`config.mk`:
```
export PLATFORM = sky130hd
export DESIGN_NAME = seq_left_shifter
export DESIGN_NICKNAME = d
export VERILOG_FILES = /design/src/rtl/shift_pkg.sv /design/src/rtl/shift_step.sv /design/src/rtl/seq_left_shifter.sv
export SDC_FILE = /design/constraint.sdc
export NUM_CORES = 1
export LEC_CHECK = 0
export BUFFER_PORTS_ARGS = -buffer_cell sky130_fd_sc_hd__clkbuf_2
export CAP_MARGIN = 20
export CELL_PAD_IN_SITES_DETAIL_PLACEMENT = 0
export CELL_PAD_IN_SITES_GLOBAL_PLACEMENT = 1
export CORE_UTILIZATION = 39
export DETAILED_ROUTE_END_ITERATION = 10
export GPL_TIMING_DRIVEN = 0
export MAX_ROUTING_LAYER = met4
export PLACE_DENSITY_LB_ADDON = 0.1
export SYNTH_ARGS = -nofsm -noshare
export SYNTH_HDL_FRONTEND = slang
export SYNTH_SLANG_ARGS = --single-unit
```
`constraint.sdc`:
```
create_clock -name clk -period 1.96 [get_ports clk]
set_input_delay 0.294 -clock clk [delete_from_list [all_inputs] [get_ports clk]]
set_output_delay 0.294 -clock clk [all_outputs]
set_load 0.01 [all_outputs]
```
`src/rtl/shift_pkg.sv`:
```
// Shared encodings for the sequential shifter: op codes and FSM states.
package shift_pkg;

    localparam int unsigned OP_W = 2;
    localparam int unsigned ST_W = 2;

    typedef enum logic [OP_W-1:0] {
        OP_SLL = 2'b00,
        OP_ROL = 2'b01,
        OP_SLA = 2'b10,
        OP_RSV = 2'b11
    } op_e;

    typedef enum logic [ST_W-1:0] {
        ST_IDLE  = 2'd0,
        ST_SHIFT = 2'd1,
        ST_DONE  = 2'd2
    } state_e;

endpackage

```
`src/rtl/shift_step.sv`:
```
// Combinational single-bit left step for SLL / ROL / SLA.
// ROL is only built when SEQ_SHIFT_ROTATE_EN is defined; otherwise it falls back to SLL.
module shift_step
    import shift_pkg::*;
#(
    parameter int unsigned WIDTH = 8
) (
    input  logic [WIDTH-1:0] r,
    input  op_e              op,
    output logic [WIDTH-1:0] next_r,
    output logic             ovf_bit
);

    always_comb begin
        next_r  = {r[WIDTH-2:0], 1'b0};
        ovf_bit = 1'b0;
        case (op)
`ifdef SEQ_SHIFT_ROTATE_EN
            OP_ROL:  next_r = {r[WIDTH-2:0], r[WIDTH-1]};
`endif
            // Sign change on this step means the signed value no longer fits.
            OP_SLA:  ovf_bit = r[WIDTH-1] ^ r[WIDTH-2];
            default: ;
        endcase
    end

endmodule

```
`src/rtl/seq_left_shifter.sv`:
```
// Iterative left shifter: one bit per clock behind a start/done handshake.
// Optional rotate support is selected with SEQ_SHIFT_ROTATE_EN.
module seq_left_shifter
    import shift_pkg::*;
#(
    parameter int unsigned WIDTH = 8,
    parameter int unsigned SHW   = $clog2(WIDTH)
) (
    input  logic             clk,
    input  logic             reset,
    input  logic             start,
    input  logic [WIDTH-1:0] a,
    input  logic [SHW-1:0]   b,
    input  logic [1:0]       op,
    output logic             busy,
    output logic             done,
    output logic [WIDTH-1:0] result,
    output logic             ovf
);

    state_e             state_q, state_d;
    logic [SHW-1:0]     cnt_q, cnt_d;
    logic [WIDTH-1:0]   r_q, r_d;
    op_e                op_q, op_d;
    logic               ovf_q, ovf_d;
    logic               busy_q, busy_d;
    logic               done_q, done_d;

    logic [WIDTH-1:0]   step_r;
    logic               step_ovf;

    shift_step #(
        .WIDTH (WIDTH)
    ) u_step (
        .r       (r_q),
        .op      (op_q),
        .next_r  (step_r),
        .ovf_bit (step_ovf)
    );

    always_comb begin
        state_d = state_q;
        cnt_d   = cnt_q;
        r_d     = r_q;
        op_d    = op_q;
        ovf_d   = ovf_q;

        case (state_q)
            ST_IDLE: begin
                if (start) begin
                    r_d     = a;
                    cnt_d   = b;
                    op_d    = op_e'(op);
                    ovf_d   = 1'b0;
                    state_d = (b != SHW'(0)) ? ST_SHIFT : ST_DONE;
                end
            end
            ST_SHIFT: begin
                r_d   = step_r;
                ovf_d = ovf_q | step_ovf;
                cnt_d = cnt_q - SHW'(1);
                // Counter at 1 means this is the final step.
                if (cnt_q == SHW'(1)) begin
                    state_d = ST_DONE;
                end
            end
            ST_DONE: begin
                state_d = ST_IDLE;
            end
            default: begin
                state_d = ST_IDLE;
            end
        endcase

        busy_d = (state_d != ST_IDLE);
        done_d = (state_d == ST_DONE);
    end

    always_ff @(posedge clk or posedge reset) begin
        if (reset) begin
            state_q <= ST_IDLE;
            cnt_q   <= '0;
            r_q     <= '0;
            op_q    <= OP_SLL;
            ovf_q   <= 1'b0;
            busy_q  <= 1'b0;
            done_q  <= 1'b0;
        end else begin
            state_q <= state_d;
            cnt_q   <= cnt_d;
            r_q     <= r_d;
            op_q    <= op_d;
            ovf_q   <= ovf_d;
            busy_q  <= busy_d;
            done_q  <= done_d;
        end
    end

    assign busy   = busy_q;
    assign done   = done_q;
    assign result = r_q;
    assign ovf    = ovf_q;

endmodule

```
==> summary.txt <==
Placement
  – GPL Wtd Cong: 0.7263
  – Port bufs: 26
  – Dpl hpwl: 1.267 mm
  – Pre-CTS setup slack: 0.6716 ns

Synth
  – Largest area contributor in the netlist: dfrtp_1
  – Post-synth EDFFs: 0
  – Top cells by area, synth: dfrtp_1 (54%), a22oi_1 (6.3%), o21ai_1 (4.8%)
  – Post-synth ARST share: 100.0%
  – Unique cell type count in the Yosys netlist: 26
  – Yosys warns: 0
  – #FFs+latches synth: 18
  – Avg Synthesized Cell Area: 10.87 µm²
  – Post-synthesis sequential area ratio: 53.81%
  – Predominant post-synthesis flop cell: dfrtp_1
  – Top-area cell type share of the netlist area: 53.81%
  – Netlist Area Pre-Place: 837.1 µm²
  – Syn Inst Count: 77
  – Syn_nets: 95

Timing
  – Final min period: 1.278 ns
  – Setup Skew: 0.01049 ns
  – Post-route setup slack: 0.6824 ns
  – Final hold violations: 0
  – Total negative setup slack: 0 ns
  – # setup viols final: 0
  – Rel. slew slack: 55.22%
  – Fin crit share: 65.18%
  – Worst-Margin Slew: 0.6710 ns
  – Max Fclk: 782.7 MHz
  – Unrepaired setup endpoints after global routing: no
  – Slew Limit Fails: 0

Finish
  – Fillers: 203
  – Nets: 126
  – Share of cells above drive strength 1: 34.91%
  – Multi-input logic area: 335.3 µm²
  – Register area: 450.4 µm²
  – Antenna Cells: 0
  – P&R area growth vs syn: 22.27%

CTS
  – CTS tree: built
  – Clock Sinks: 18
  – Worst-path clk slew: 0.11 ns
  – Post-CTS sizing: 0
  – Maximum buffer depth of the clock tree: 2
  – CTS root buf: clkbuf_4
  – Later-pin clock latency in the skew report: 0.30 ns
  – H-Tree Level Count: 1
  – CTS buffer count: 3
  – Post-CTS Setup Repair Bufs: 0
  – Cts hold-fix bufs: 0

Floorplan
  – Die H: 48.33 µm
  – Die area: 0.002336 mm²
  – Row Count: 16
  – Die X: 48.33 µm
  – Initial core utilization: 42.23%
  – I/O Pins: 27
  – Core area: 0.001982 mm²

Run
  – Max Cap Violations: 0

Critical path
  – Startpoint types: register
  – Reg2reg path depth: 4
  – Critical Path RT: 2.15 ns
  – CP endpoint kind: register
  – Critical path class: reg -> reg
  – Crit path DAT: 1.47 ns
  – Worst-path maximum fanout: 8

Route
  – Vias per cell: 5.038
  – Drt drc: 0
  – Avg WL per Cell: 13.17 µm
  – Antenna viol nets, final: 0
  – Initial DRT Pass Iterations: 5
  – Post-Route WL: 1.752 mm
  – Vias: 670
  – Starting DRT DRC Count: 10

Pwr
  – Total power: 0.001551 W
  – Peak VDD IR: 0.6841 mV
  – Leakage: 0.5094 nW
  – Power density over cell area: 1515 mW/mm²

Global routing
  – First-pass GRT wire length: 3.077 mm
  – Routing usage on met1: 24.54%
  – Gr usage total: 17.95%
  – Vias in the first global route: 653
  – Initial antenna violation count: 0
  – Met2 GRT Util: 25.82%
  – GR peak layer: met2
  – Pin count of the biggest net entering global routing: 19
  – Grt ovf: 0
  – Met3 usage: 2.201%

Worst hold path
  – HP Class: in -> async

Status
  – Outcome: completed
## metal layers
| layer | wire (µm) | vias up |
|---|---|---|
| met5 | 0 | - |
| met4 | 44 | 0 |
| met3 | 78 | 5 |
| met2 | 753 | 21 |
| met1 | 875 | 308 |
| li1 | - | 336 |
## synth_stat cells (all sizes together), types with 2 or more instances
cell	instances
buf	4
a22oi	7
nand2	8
nor2	3
inv	7
a21oi	2
mux2	2
ha	2
a32oi	2
o21ai	9
dfrtp	18
a2bb2oi	2
o22a	2
## logic make-up (layout without fill, tap and decap cells)
kind of cell	Yosys count	count (layout)	synth area share, %
compound gates	29	29	25.11
xor+xnor	1	1	1.047
fa+ha+maj	2	2	2.989
flops	18	18	53.81
mux	2	2	2.690
buf+inv	11	40	6.127
simple gates	14	14	8.222
## final timing paths
path                            start       end  slack [ns]
setup / recovery           state_q[0]   op_q[0]        0.68
hold / removal                  reset   op_q[0]        0.05
setup reg to reg           state_q[0]   op_q[0]        0.68
hold reg to reg               op_q[0]       ovf        0.46
max in group asynchronous       reset  cnt_q[2]        1.47
min in group clk                op[1]   op_q[1]        0.20
## worst max-delay path: stages, from the launching register on
cell      delay [ns]
dfrtp_1         0.37
buf_4           0.16
nand2b_4        0.16
nor2_2          0.14
mux2_1          0.33
## metrics by stage
step	util (%)	instance area, µm²	hold slack [ns]	cells
floorplan	-	837.1	0.2326	77
global placement	50.51	1001	0.4051	130
detailed placement	50.51	1001	0.4275	130
CTS	51.64	1023	0.08905	133
global route	51.64	1023	0.1211	133
finish	51.64	1023	0.05347	133
## sequential cells by signal, indices dropped and copies added, names as in the netlist
signal,cells
state_q,2
ovf,1
op_q,2
done,1
cnt_q,3
busy,1
result,8
## layout by cell type, fill, tap and decap left out
master / instances
o41ai_1: 1
a22oi_1: 7
dfrtp_1: 18
nor3_1: 1
o22ai_1: 1
clkbuf_2: 26
o31ai_1: 1
nand2b_4: 1
o21ai_0: 1
xnor2_1: 1
inv_1: 6
nor2_2: 1
a2bb2oi_1: 2
o22a_1: 2
o21bai_4: 1
nand2_1: 8
o21ai_1: 8
mux2_1: 2
a32oi_1: 2
a21oi_1: 2
nor2b_1: 1
buf_2: 2
ha_1: 2
a22o_1: 1
buf_4: 2
nor2_1: 2
inv_2: 1
clkbuf_4: 3
## layout make-up
cell class                 count  share of cell area [%]
buffer                         4                   2.445
sequential                    18                   44.01
clock buffer                   3                   2.200
timing repair buffer          26                   12.71
inverter                       7                   2.567
multi-input combinational     48                   32.76
tap                           27                   3.301
## where the power goes
part	switching, W	internal [W]
registers	0.000115	0.000536
clock network	0.000114	0.0000716
logic	0.000386	0.000327
total	0.000616	0.000935
Note: power is estimated with default switching activity, not from simulation.
